`src/rtl/sram_arb_pkg.sv`:
```
`default_nettype none
// ============================================================================
// Module  : sram_arb_pkg
// Brief   : Shared types and defaults for the two-master SRAM arbiter.
// Revision: 1.0 - initial release
// ============================================================================
package sram_arb_pkg;

    localparam int c_aw_default     = 10;
    localparam int c_dw_default     = 8;
    localparam int c_rd_lat_default = 1;

    typedef enum logic [1:0] {
        ST_IDLE  = 2'd0,
        ST_OWN_A = 2'd1,
        ST_OWN_B = 2'd2
    } arb_state_t;

    typedef enum logic {
        OWNER_A = 1'b0,
        OWNER_B = 1'b1
    } owner_t;

endpackage
`default_nettype wire

```
`src/rtl/sram_arb_valid_pipe.sv`:
```
`default_nettype none
// ============================================================================
// Module  : sram_arb_valid_pipe
// Brief   : RD_LAT-deep shift of accepted reads, aligning valid with SRAM data.
// Revision: 1.0 - initial release
// ============================================================================
module sram_arb_valid_pipe #(
    parameter int RD_LAT = 1
) (
    input  logic clk,
    input  logic rst_n,
    input  logic i_accept,
    output logic o_valid
);

    logic [RD_LAT-1:0] r_pipe;

    generate
        if (RD_LAT == 1) begin : g_single
            always_ff @(posedge clk) begin
                if (!rst_n) begin
                    r_pipe <= '0;
                end else begin
                    r_pipe <= i_accept;
                end
            end
        end else begin : g_multi
            always_ff @(posedge clk) begin
                if (!rst_n) begin
                    r_pipe <= '0;
                end else begin
                    r_pipe <= {r_pipe[RD_LAT-2:0], i_accept};
                end
            end
        end
    endgenerate

    assign o_valid = r_pipe[RD_LAT-1];

endmodule
`default_nettype wire

```
`src/rtl/sram_arbiter.sv`:
```
`default_nettype none
// ============================================================================
// Module  : sram_arbiter
// Brief   : Two-master req/gnt bus-lock arbiter in front of a single-port SRAM.
// Revision: 1.0 - initial release
// ============================================================================
module sram_arbiter
    import sram_arb_pkg::*;
#(
    parameter int AW     = c_aw_default,
    parameter int DW     = c_dw_default,
    parameter int RD_LAT = c_rd_lat_default
) (
    input  logic          clk50_dup,
    input  logic          rst_n,
    input  logic          a_req,
    output logic          a_gnt,
    input  logic [15:0]   a_address,
    input  logic [DW-1:0] a_write_data,
    input  logic          a_write,
    input  logic          a_read,
    output logic [DW-1:0] a_read_data,
    output logic          a_read_valid,
    input  logic          b_req,
    output logic          b_gnt,
    input  logic [15:0]   b_address,
    input  logic [DW-1:0] b_write_data,
    input  logic          b_write,
    input  logic          b_read,
    output logic [DW-1:0] b_read_data,
    output logic          b_read_valid,
    output logic [AW-1:0] sram_address,
    input  logic [DW-1:0] sram_read_data,
    output logic [DW-1:0] sram_write_data,
    output logic          sram_write_enable
);

    arb_state_t r_state;
    owner_t     r_last_owner;
    logic       r_a_gnt;
    logic       r_b_gnt;
    logic       w_a_accept;
    logic       w_b_accept;
    logic       w_unused_addr_bits;

    // Owner keeps the bus until it drops req; ties go to whoever did not own last.
    always_ff @(posedge clk50_dup) begin
        if (!rst_n) begin
            r_state      <= ST_IDLE;
            r_a_gnt      <= 1'b0;
            r_b_gnt      <= 1'b0;
            r_last_owner <= OWNER_B;
        end else begin
            case (r_state)
                ST_IDLE: begin
                    if (a_req && (!b_req || r_last_owner == OWNER_B)) begin
                        r_state <= ST_OWN_A;
                        r_a_gnt <= 1'b1;
                        r_b_gnt <= 1'b0;
                    end else if (b_req) begin
                        r_state <= ST_OWN_B;
                        r_a_gnt <= 1'b0;
                        r_b_gnt <= 1'b1;
                    end
                end
                ST_OWN_A: begin
                    if (!a_req) begin
                        r_last_owner <= OWNER_A;
                        r_a_gnt      <= 1'b0;
                        r_b_gnt      <= b_req;
                        r_state      <= b_req ? ST_OWN_B : ST_IDLE;
                    end
                end
                ST_OWN_B: begin
                    if (!b_req) begin
                        r_last_owner <= OWNER_B;
                        r_b_gnt      <= 1'b0;
                        r_a_gnt      <= a_req;
                        r_state      <= a_req ? ST_OWN_A : ST_IDLE;
                    end
                end
                default: begin
                    r_state <= ST_IDLE;
                    r_a_gnt <= 1'b0;
                    r_b_gnt <= 1'b0;
                end
            endcase
        end
    end

    assign a_gnt      = r_a_gnt;
    assign b_gnt      = r_b_gnt;
    assign w_a_accept = a_req & r_a_gnt;
    assign w_b_accept = b_req & r_b_gnt;

    always_comb begin
        sram_address      = '0;
        sram_write_data   = '0;
        sram_write_enable = 1'b0;
        case (r_state)
            ST_OWN_A: begin
                sram_address      = a_address[AW-1:0];
                sram_write_data   = a_write_data;
                sram_write_enable = a_write & w_a_accept;
            end
            ST_OWN_B: begin
                sram_address      = b_address[AW-1:0];
                sram_write_data   = b_write_data;
                sram_write_enable = b_write & w_b_accept;
            end
            default: ;
        endcase
    end

    sram_arb_valid_pipe #(.RD_LAT(RD_LAT)) u_valid_pipe_a (
        .clk      (clk50_dup),
        .rst_n    (rst_n),
        .i_accept (a_read & w_a_accept),
        .o_valid  (a_read_valid)
    );

    sram_arb_valid_pipe #(.RD_LAT(RD_LAT)) u_valid_pipe_b (
        .clk      (clk50_dup),
        .rst_n    (rst_n),
        .i_accept (b_read & w_b_accept),
        .o_valid  (b_read_valid)
    );

    assign a_read_data = sram_read_data;
    assign b_read_data = sram_read_data;

    // Masters present 16-bit addresses; only the low AW bits reach the SRAM.
    assign w_unused_addr_bits = ^{a_address[15:AW], b_address[15:AW]};

endmodule
`default_nettype wire

```
`config.mk`:
```
export PLATFORM = sky130hd
export DESIGN_NAME = sram_arbiter
export DESIGN_NICKNAME = d
export VERILOG_FILES = /design/src/rtl/sram_arb_pkg.sv /design/src/rtl/sram_arb_valid_pipe.sv /design/src/rtl/sram_arbiter.sv
export SDC_FILE = /design/constraint.sdc
export NUM_CORES = 1
export LEC_CHECK = 0
export ABC_AREA = 1
export CORE_ASPECT_RATIO = 1.1
export CORE_MARGIN = 3
export CORE_UTILIZATION = 26
export DETAILED_ROUTE_END_ITERATION = 10
export GPL_TIMING_DRIVEN = 0
export PLACE_DENSITY = 0.81
export SYNTH_ARGS = -nofsm -noshare
export SYNTH_HDL_FRONTEND = slang
export SYNTH_SLANG_ARGS = --single-unit
```
`constraint.sdc`:
```
create_clock -name clk50_dup -period 2 [get_ports clk50_dup]
set_clock_uncertainty 0.05 [all_clocks]
set_input_delay 0.3 -clock clk50_dup [delete_from_list [all_inputs] [get_ports clk50_dup]]
set_output_delay 0.3 -clock clk50_dup [all_outputs]
set_load 0.05 [all_outputs]
```
==> flow_metrics.env, run 1 <==
export IMPL_routedWlPerCell_um=11.63
export IMPL_max_stage_delay_ns=0.38
export IMPL_holdWs_ns=0.2673
export IMPL_reg2reg_from="r_state[0]"
export IMPL_r2r_end="r_state[1]"
export IMPL_relSlewSlack=0.6656
export IMPL_slew_viol_final=0
export IMPL_cp_max_fo=9
export IMPL_postSynthCellCount=135
export IMPL_synthDistinctLibCells=20
export IMPL_path_clk_slew_ns=0.05
export IMPL_tightest_slew_ns=0.5001
export IMPL_crit_type="reg2out"
export IMPL_setup_tns_ns=0
export IMPL_synthToLayoutAreaGrowth_pct=106.8
export IMPL_grt_max_degree=11
export IMPL_hold_end="u_valid_pipe_a.o_valid"
export IMPL_final_cell_area_um2=1713
export IMPL_route_met3_wl_um=261
export IMPL_avgSynthCellArea_um2=6.136
export IMPL_ys_seq_area_frac=0.1692
export IMPL_synth_xor_xnor_area_share=0
export IMPL_cts_tree="built"
export IMPL_worstPathCellList="inv_2, ha_1, buf_4, nand2_1, a21oi_1, clkdlybuf4s18_2"
export IMPL_num_antenna_cells=0
export IMPL_gp_congestion=0.7671
export IMPL_drt_initial_drc_count=20
export IMPL_cts_sinks=7
export IMPL_fmax_ghz=0.5188
export IMPL_cts_made_buffers=3
export IMPL_grt_total_usage=0.1473
export IMPL_hold_path_cell_count=3
export IMPL_grt_pass1_wl_mm=4.602
export IMPL_dp_hpwl_mm=2.398
export IMPL_fp_row_count=20
export IMPL_post_cts_setup_buffer_count=0
export IMPL_synth_adder_area_share=0.09063
export IMPL_final_common_cell="clkdlybuf4s50_1"
export IMPL_wl_met2_mm=1.597
export IMPL_crit_path_start="r_state[0]"
export IMPL_fill_cells=278
export IMPL_final_cell_mix="clkdlybuf4s50_1, nand2_1, buf_4, a21oi_1, buf_2"
export IMPL_arrival_ns=1.58
export IMPL_die_x_um=59.82
export IMPL_hp_class="in2reg"
export IMPL_seqCellArea_um2=147.6
export IMPL_power_leakage_nw=0.7216
export IMPL_power_density_nw_per_um2=688.0
export IMPL_cp_start_kind="register"
export IMPL_hold_viol=0
export IMPL_final_antenna_net_count=0
export IMPL_drt_met1_wl_mm=1.055
export IMPL_ir_drop_uv=368.9
export IMPL_worstHoldStart="a_req"
export IMPL_required_ns=1.65
export IMPL_drcViolationCount=0
export IMPL_grt_pass1_vias=1090
export IMPL_routed_wl_mm=2.930
export IMPL_synth_simple_gate_area_frac=0.3444
export IMPL_rsz0062_at_grt="no"
export IMPL_power_total_mw=1.179
export IMPL_topRoutingLayerUsed="met4"
export IMPL_io_pins=103
export IMPL_cap_viol_max_count=0
export IMPL_layout_setup_ws_ns=0.07234
export IMPL_die_y_um=65.20
export IMPL_core_area_um2=2903
export IMPL_synthMuxAreaShare=0
export IMPL_synth_compound_area_share=0.1662
export IMPL_die_area_um2=3900
export IMPL_multiInputGateArea_um2=534.3
export IMPL_crit_slowest_cell="clkdlybuf4s18_2"
export IMPL_status="finished, final reports clean"
export IMPL_ys_seq_elements=7
export IMPL_start_util=0.2853
export IMPL_fin_nets=290
export IMPL_clkLatencyLatePin_ns=0.25
export IMPL_htreeDepth=1
export IMPL_preCtsSetupSlack_ns=-0.7115
export IMPL_setup_viol=0
export IMPL_place_area_um2=1680
export IMPL_synth_top_family_by_area="simple AND/OR/NAND/NOR gates"
export IMPL_synth_net_count=205
export IMPL_firstDrtPassIters=4
export IMPL_fin_crit_ns=1.928
export IMPL_drive_above_1_share=0.2785
export IMPL_viasPerCell=4.496
export IMPL_dr_total_vias=1133
export IMPL_syn_area_um2=828.3
export IMPL_cts_path_max_buffers=2
export IMPL_io_buffers=81
export IMPL_antenna_found_initial=0
export IMPL_fin_crit_sh=0.9638
export IMPL_overflow=0
export IMPL_critPathCaptureType="output pin"
export IMPL_rrSetupSlack_ns=0.55
export IMPL_yosysWarningCount=0
export IMPL_root_buffer="clkbuf_4"
export IMPL_r2r_cells=9
==> repair_timing <==
action,CTS,global route
resized for setup,113,16
hold buffers,0,0
endpoints found under the hold margin,0,0
pin swaps,0,0
setup endpoints to repair,19,15
==> stage by stage <==
stage	utilization	std cells
6_report	0.5901	252
5_1_grt	0.5901	252
4_1_cts	0.5871	253
3_5_place_dp	0.5789	249
3_3_place_gp	0.5789	249
2_1_floorplan	-	135
==> worst max-delay path by stage <==
stage                                     to  slack, ns
after detailed placement  sram_write_data[1]      -0.71
after floorplan              sram_address[1]      -0.26
after global placement    sram_write_data[1]      -0.69
after CTS                 sram_write_data[1]      0.002
after global routing      sram_write_data[1]      0.002
final                        sram_address[5]       0.07
==> cell usage after synthesis <==
cell,instances,share of area
a21oi_1,24,0.15
buf_1,1,0.0045
buf_2,2,0.012
buf_4,17,0.15
buf_6,2,0.027
clkinv_1,1,0.0045
dfxtp_1,7,0.17
ha_1,6,0.091
inv_1,5,0.023
inv_2,1,0.0045
nand2_1,50,0.23
nand2_2,2,0.015
nand2_4,2,0.027
nand3_1,4,0.024
nand4_1,2,0.015
nor2_1,3,0.014
nor2_2,2,0.015
o211ai_1,1,0.0091
o21ai_0,2,0.012
or2_2,1,0.0076
==> worst max-delay path: cells and delay by family, from the launching register on <==
family / cells / cell delay, ns
AOI/OAI and AO/OA: 1 / 0.12
buffers and inverters: 3 / 0.63
DFF: 1 / 0.36
and+or+nand+nor: 1 / 0.06
adders and majority gates: 1 / 0.15
==> cells by family after synthesis <==
logic type      Yosys count
fa+ha+maj                 6
flops                     7
buf+inv                  29
simple gates             66
compound gates           27
==> report_power, final <==
| group | switching (mW) | internal (mW) |
|---|---|---|
| Sequential | 0.0256 | 0.166 |
| Combinational | 0.521 | 0.338 |
| Clock | 0.0520 | 0.0761 |
==> sequential cells by signal (all words and copies together) (netlist names) <==
register                count
b_gnt                       1
u_valid_pipe_a.o_valid      1
a_gnt                       1
r_last_owner                1
u_valid_pipe_b.o_valid      1
r_state                     2
==> layer usage <==
layer	global-route usage	vias up
met5	0	-
met4	0.03878	0
met3	0.03536	2
met2	0.2838	55
met1	0.1525	492
li1	-	584
==> cell type report <==
| type | count | area share |
|---|---|---|
| timing repair buffer | 81 | 0.4412 |
| multi-input combinational | 99 | 0.3119 |
| buffer | 21 | 0.1030 |
| sequential | 7 | 0.08619 |
| tap | 33 | 0.02411 |
| inverter | 7 | 0.01826 |
| clock buffer | 4 | 0.01534 |
Power figures use the tool's default switching activity.
==> run 2: changes to the inputs <==
--- a/config.mk
+++ b/config.mk
@@ -7,7 +7,6 @@
 export LEC_CHECK = 0
 export ABC_AREA = 1
 export CORE_ASPECT_RATIO = 1.1
-export CORE_MARGIN = 3
 export CORE_UTILIZATION = 26
 export DETAILED_ROUTE_END_ITERATION = 10
 export GPL_TIMING_DRIVEN = 0
==> run 2 against run 1 <==
- setup slack better by 0.013 ns
- first-iteration DRC count is 130% higher
- die area is 12% lower
- combinational power is 1% lower
- cell count is 0.40% higher
- clock power hardly changed
- wire length is 8.9% lower
- non-clock buffer count stayed put
- global-route usage is 0.90 points higher
- sequential power hardly changed
- via count is 0.97% lower
==> flow_metrics.env, run 2 (synthesis gave the netlist of run 1 again) <==
export IMPL_status="finished, final reports clean"
export IMPL_drt_initial_drc_count=45
export IMPL_synthToLayoutAreaGrowth_pct=105.4
export IMPL_die_area_um2=3416
export IMPL_dr_total_vias=1122
export IMPL_crit_slowest_cell="dfxtp_4"
export IMPL_crit_type="reg2out"
export IMPL_rsz0062_at_grt="no"
export IMPL_fin_crit_sh=0.9572
export IMPL_grt_pass1_vias=1076
export IMPL_gp_congestion=0.8581
export IMPL_grt_total_usage=0.1563
export IMPL_htreeDepth=1
export IMPL_crit_buf_inv=4
export IMPL_cts_path_max_buffers=2
export IMPL_layout_setup_ws_ns=0.08553
export IMPL_grt_pass1_wl_mm=4.360
export IMPL_setup_viol=0
export IMPL_routedWlPerCell_um=10.55
export IMPL_die_y_um=61.20
export IMPL_dp_hpwl_mm=2.166
export IMPL_cp_start_kind="register"
export IMPL_largest_reg_flops=2
export IMPL_cts_tree="built"
export IMPL_fp_row_count=21
export IMPL_final_common_cell="clkdlybuf4s50_1"
export IMPL_placed_cells=250
export IMPL_path_clk_slew_ns=0.05
export IMPL_max_stage_delay_ns=0.38
export IMPL_firstDrtPassIters=4
export IMPL_critPathCaptureType="output pin"
export IMPL_antenna_found_initial=0
export IMPL_cts_made_buffers=3
export IMPL_root_buffer="clkbuf_4"
export IMPL_setup_tns_ns=0
export IMPL_fin_nets=290
export IMPL_io_pins=103
export IMPL_final_antenna_net_count=0
export IMPL_io_buffers=81
export IMPL_core_area_um2=3048
export IMPL_hold_path_cell_count=3
export IMPL_final_cell_mix="clkdlybuf4s50_1, nand2_1, buf_4, a21oi_1, buf_2"
export IMPL_overflow=0
export IMPL_grt_max_degree=11
export IMPL_viasPerCell=4.435
export IMPL_relSlewSlack=0.6665
export IMPL_arrival_ns=1.56
export IMPL_fill_cells=333
export IMPL_regMostFlops="r_state"
export IMPL_worstPathCellList="inv_2, ha_4, clkinv_4, buf_6, a21oi_1, buf_4"
export IMPL_cp_max_fo=10
export IMPL_cap_viol_max_count=0
export IMPL_slew_viol_final=0
export IMPL_drcViolationCount=0
export IMPL_hold_viol=0
export IMPL_power_density_nw_per_um2=684.7
export IMPL_cpLargestDelayFamily="buffers and inverters"
export IMPL_num_antenna_cells=0
export IMPL_power_leakage_nw=0.7229
export IMPL_preCtsSetupSlack_ns=-0.7258
export IMPL_die_x_um=55.82
export IMPL_r2r_cells=9
export IMPL_start_util=0.2718
export IMPL_drive_above_1_share=0.2694
export IMPL_power_total_mw=1.165
export IMPL_ir_drop_uv=559.0
export IMPL_cts_sinks=7
export IMPL_fmax_ghz=0.5223
export IMPL_routed_wl_mm=2.669
export IMPL_tightest_slew_ns=0.4988
export IMPL_final_cells=253
export IMPL_cp_depth=6
export IMPL_post_cts_setup_buffer_count=0
export IMPL_hp_class="in2reg"
export IMPL_required_ns=1.65
export IMPL_fin_crit_ns=1.914
export IMPL_clkLatencyLatePin_ns=0.25
-- run 2: cell count changes in the layout (fill, tap and decap cells not counted), sizes merged --
cell,previous run,this run
buf,39,40
clkdlybuf4s18,1,0
-- run 2: what timing repair did --
item | in CTS | in global routing
setup endpoints to repair | 19 | 18
hold buffers | 0 | 0
gates resized for setup | 106 | 21
-- run 2: power by group --
part	switching (mW)	internal (mW)	total [mW]
clock network	0.0497	0.0760	0.126
registers	0.0261	0.166	0.192
logic	0.510	0.337	0.847
total	0.586	0.579	1.17
-- run 2: area by class of cell --
cell class                 instances  area, µm²  area share
timing repair buffer              81      747.0      0.4390
multi-input combinational         99      526.8      0.3096
buffer                            21      180.2      0.1059
sequential                         7      147.6     0.08677
tap                               34      42.54     0.02500
inverter                           7      31.28     0.01838
clock buffer                       4      26.28     0.01544
-- run 2: stage by stage --
stage / hold slack (ns) / area [µm²] / utilization
after detailed placement: 0.4174 / 1682 / 0.5517
after CTS: 0.2701 / 1728 / 0.5669
after floorplan: 0.3342 / 828.3 / -
after global routing: 0.2750 / 1702 / 0.5583
after global placement: 0.4181 / 1682 / 0.5517
final: 0.2743 / 1702 / 0.5583
-- run 2: path summary, 6_finish.rpt --
kind                                 end  slack, ns       start
hold reg to reg   u_valid_pipe_a.o_valid       0.42       a_gnt
setup reg to reg              r_state[1]       0.63  r_state[0]
setup / recovery         sram_address[1]       0.09  r_state[0]
hold / removal    u_valid_pipe_a.o_valid       0.27       a_req
-- run 2: worst reg2reg max path: stages (launching register included) --
cell and delay [ns]:
dfxtp_4 0.38, inv_2 0.07, ha_1 0.25, nand2_1 0.10, nand2_2 0.06, inv_2 0.06, nand2_4 0.06, nor2_2 0.10
nand2_1 0.06, a21oi_1 0.11
-- run 2: metal layers --
layer / GRT usage / vias to the layer above / wire, µm
met2: 0.3287 / 42 / 1495
met5: 0 / - / 0
met1: 0.1614 / 495 / 982
met3: 0.04202 / 2 / 166
met4: 0.02091 / 0 / 23
li1: - / 583 / -
==> run 3: changes to the inputs <==
--- a/config.mk
+++ b/config.mk
@@ -9,8 +9,10 @@
 export CORE_ASPECT_RATIO = 1.1
 export CORE_UTILIZATION = 26
 export DETAILED_ROUTE_END_ITERATION = 10
+export GPL_ROUTABILITY_DRIVEN = 0
 export GPL_TIMING_DRIVEN = 0
 export PLACE_DENSITY = 0.81
+export SKIP_CTS_REPAIR_TIMING = 1
 export SYNTH_ARGS = -nofsm -noshare
 export SYNTH_HDL_FRONTEND = slang
 export SYNTH_SLANG_ARGS = --single-unit
==> run 3 against run 2 <==
- cell count increased by 1.2%
- first-iteration DRC count is 6.7% lower
- non-clock buffer count grew 2
- global-route usage down 0.36 points
- combinational power is 9.6% higher
- wire length up 3.6%
- critical endpoint is now sram_write_data[2]
- largest power group unchanged
==> flow_metrics.env, run 3 (synthesis gave the netlist of run 1 again) <==
export IMPL_htreeDepth=1
export IMPL_r2r_cells=9
export IMPL_die_y_um=61.20
export IMPL_relSlewSlack=0.6664
export IMPL_routed_wl_mm=2.766
export IMPL_dr_total_vias=1151
export IMPL_layout_setup_ws_ns=0.01537
export IMPL_placed_cells=250
export IMPL_hold_path_cell_count=3
export IMPL_critPathCaptureType="output pin"
export IMPL_grt_total_usage=0.1527
export IMPL_ir_drop_uv=545.8
export IMPL_synthToLayoutAreaGrowth_pct=116.2
export IMPL_io_buffers=81
export IMPL_largest_reg_flops=2
export IMPL_viasPerCell=4.496
export IMPL_rsz0062_at_grt="yes"
export IMPL_clkLatencyLatePin_ns=0.25
export IMPL_status="finished, final reports clean"
export IMPL_fin_crit_ns=1.985
export IMPL_start_util=0.2718
export IMPL_hold_viol=0
export IMPL_setup_viol=0
export IMPL_cp_max_fo=6
export IMPL_power_leakage_nw=0.7313
export IMPL_fin_nets=293
export IMPL_core_area_um2=3048
export IMPL_antenna_found_initial=0
export IMPL_grt_max_degree=11
export IMPL_drcViolationCount=0
export IMPL_path_clk_slew_ns=0.05
export IMPL_cap_viol_max_count=0
export IMPL_holdWs_ns=0.2765
export IMPL_overflow=0
export IMPL_drive_above_1_share=0.3063
export IMPL_num_antenna_cells=0
export IMPL_final_cell_mix="clkdlybuf4s50_1, nand2_1, buf_4, a21oi_1, buf_6"
export IMPL_firstDrtPassIters=4
export IMPL_cp_start_kind="register"
export IMPL_regMostFlops="r_state"
export IMPL_dp_hpwl_mm=2.166
export IMPL_slew_viol_final=0
export IMPL_cts_path_max_buffers=2
export IMPL_cts_tree="built"
export IMPL_fin_crit_sh=0.9923
export IMPL_grt_pass1_wl_mm=4.264
export IMPL_fp_row_count=21
export IMPL_arrival_ns=1.63
export IMPL_final_cells=256
export IMPL_grt_pass1_vias=1062
export IMPL_final_antenna_net_count=0
export IMPL_required_ns=1.65
export IMPL_cts_made_buffers=3
export IMPL_cts_sinks=7
export IMPL_tightest_slew_ns=0.4988
export IMPL_preCtsSetupSlack_ns=-0.7258
export IMPL_io_pins=103
export IMPL_die_x_um=55.82
export IMPL_final_cell_area_um2=1790
export IMPL_fmax_ghz=0.5039
export IMPL_place_area_um2=1682
export IMPL_power_total_mw=1.243
export IMPL_hp_class="in2reg"
export IMPL_drt_initial_drc_count=42
export IMPL_final_common_cell="clkdlybuf4s50_1"
export IMPL_die_area_um2=3416
export IMPL_crit_type="reg2out"
export IMPL_root_buffer="clkbuf_4"
export IMPL_routedWlPerCell_um=10.80
export IMPL_power_density_nw_per_um2=694.4
## run 3: cell types whose count changed in the layout (fill, tap and decap cells not counted), moves of 3 or more
| cell | before | now |
|---|---|---|
| a21oi_1 | 23 | 17 |
| buf_6 | 5 | 11 |
| buf_2 | 8 | 3 |
| clkbuf_4 | 3 | 8 |
| a21oi_2 | 1 | 5 |
| buf_4 | 26 | 23 |
## run 3: area by class of cell
class	count	area [µm²]
fillers	320	1257
repair inverters	1	7.507
repair buffers	83	797.0
inverters	7	32.53
plain buffers	21	172.7
well taps	34	42.54
multi-input cells	99	564.3
clock buffers	4	26.28
flip-flops and latches	7	147.6
## run 3: metal layers
layer	global-route usage	routed length, µm	up-vias	share of wire
met5	0	0	-	0
met4	0.02091	38	0	0.014
met3	0.03992	166	4	0.060
met2	0.3201	1506	46	0.54
met1	0.1589	1055	512	0.38
li1	-	-	589	-
## run 3: worst paths after layout
kind	from	to	slack [ns]
setup / recovery	r_state[0]	sram_write_data[2]	0.02
hold / removal	a_req	u_valid_pipe_a.o_valid	0.28
setup reg to reg	r_state[0]	r_state[1]	0.66
hold reg to reg	a_gnt	u_valid_pipe_a.o_valid	0.42
## run 3: report_power, final
part	leakage (nW)	internal (mW)	switching, mW
Combinational	0.658	0.374	0.554
Clock	0.0150	0.0759	0.0480
Sequential	0.0587	0.166	0.0250
## run 3: worst max-delay path: stages (launching register included)
cell	delay, ns
dfxtp_4	0.36
inv_2	0.06
ha_4	0.29
clkinvlp_4	0.16
buf_6	0.18
a21oi_1	0.12
buf_4	0.22
## run 3: through the flow
stage	util	TNS, ns
3_3_place_gp	0.5517	-10.45
5_1_grt	0.5874	-0.3117
6_report	0.5874	0
3_5_place_dp	0.5517	-11.10
4_1_cts	0.5603	-16.16
2_1_floorplan	-	-3.206
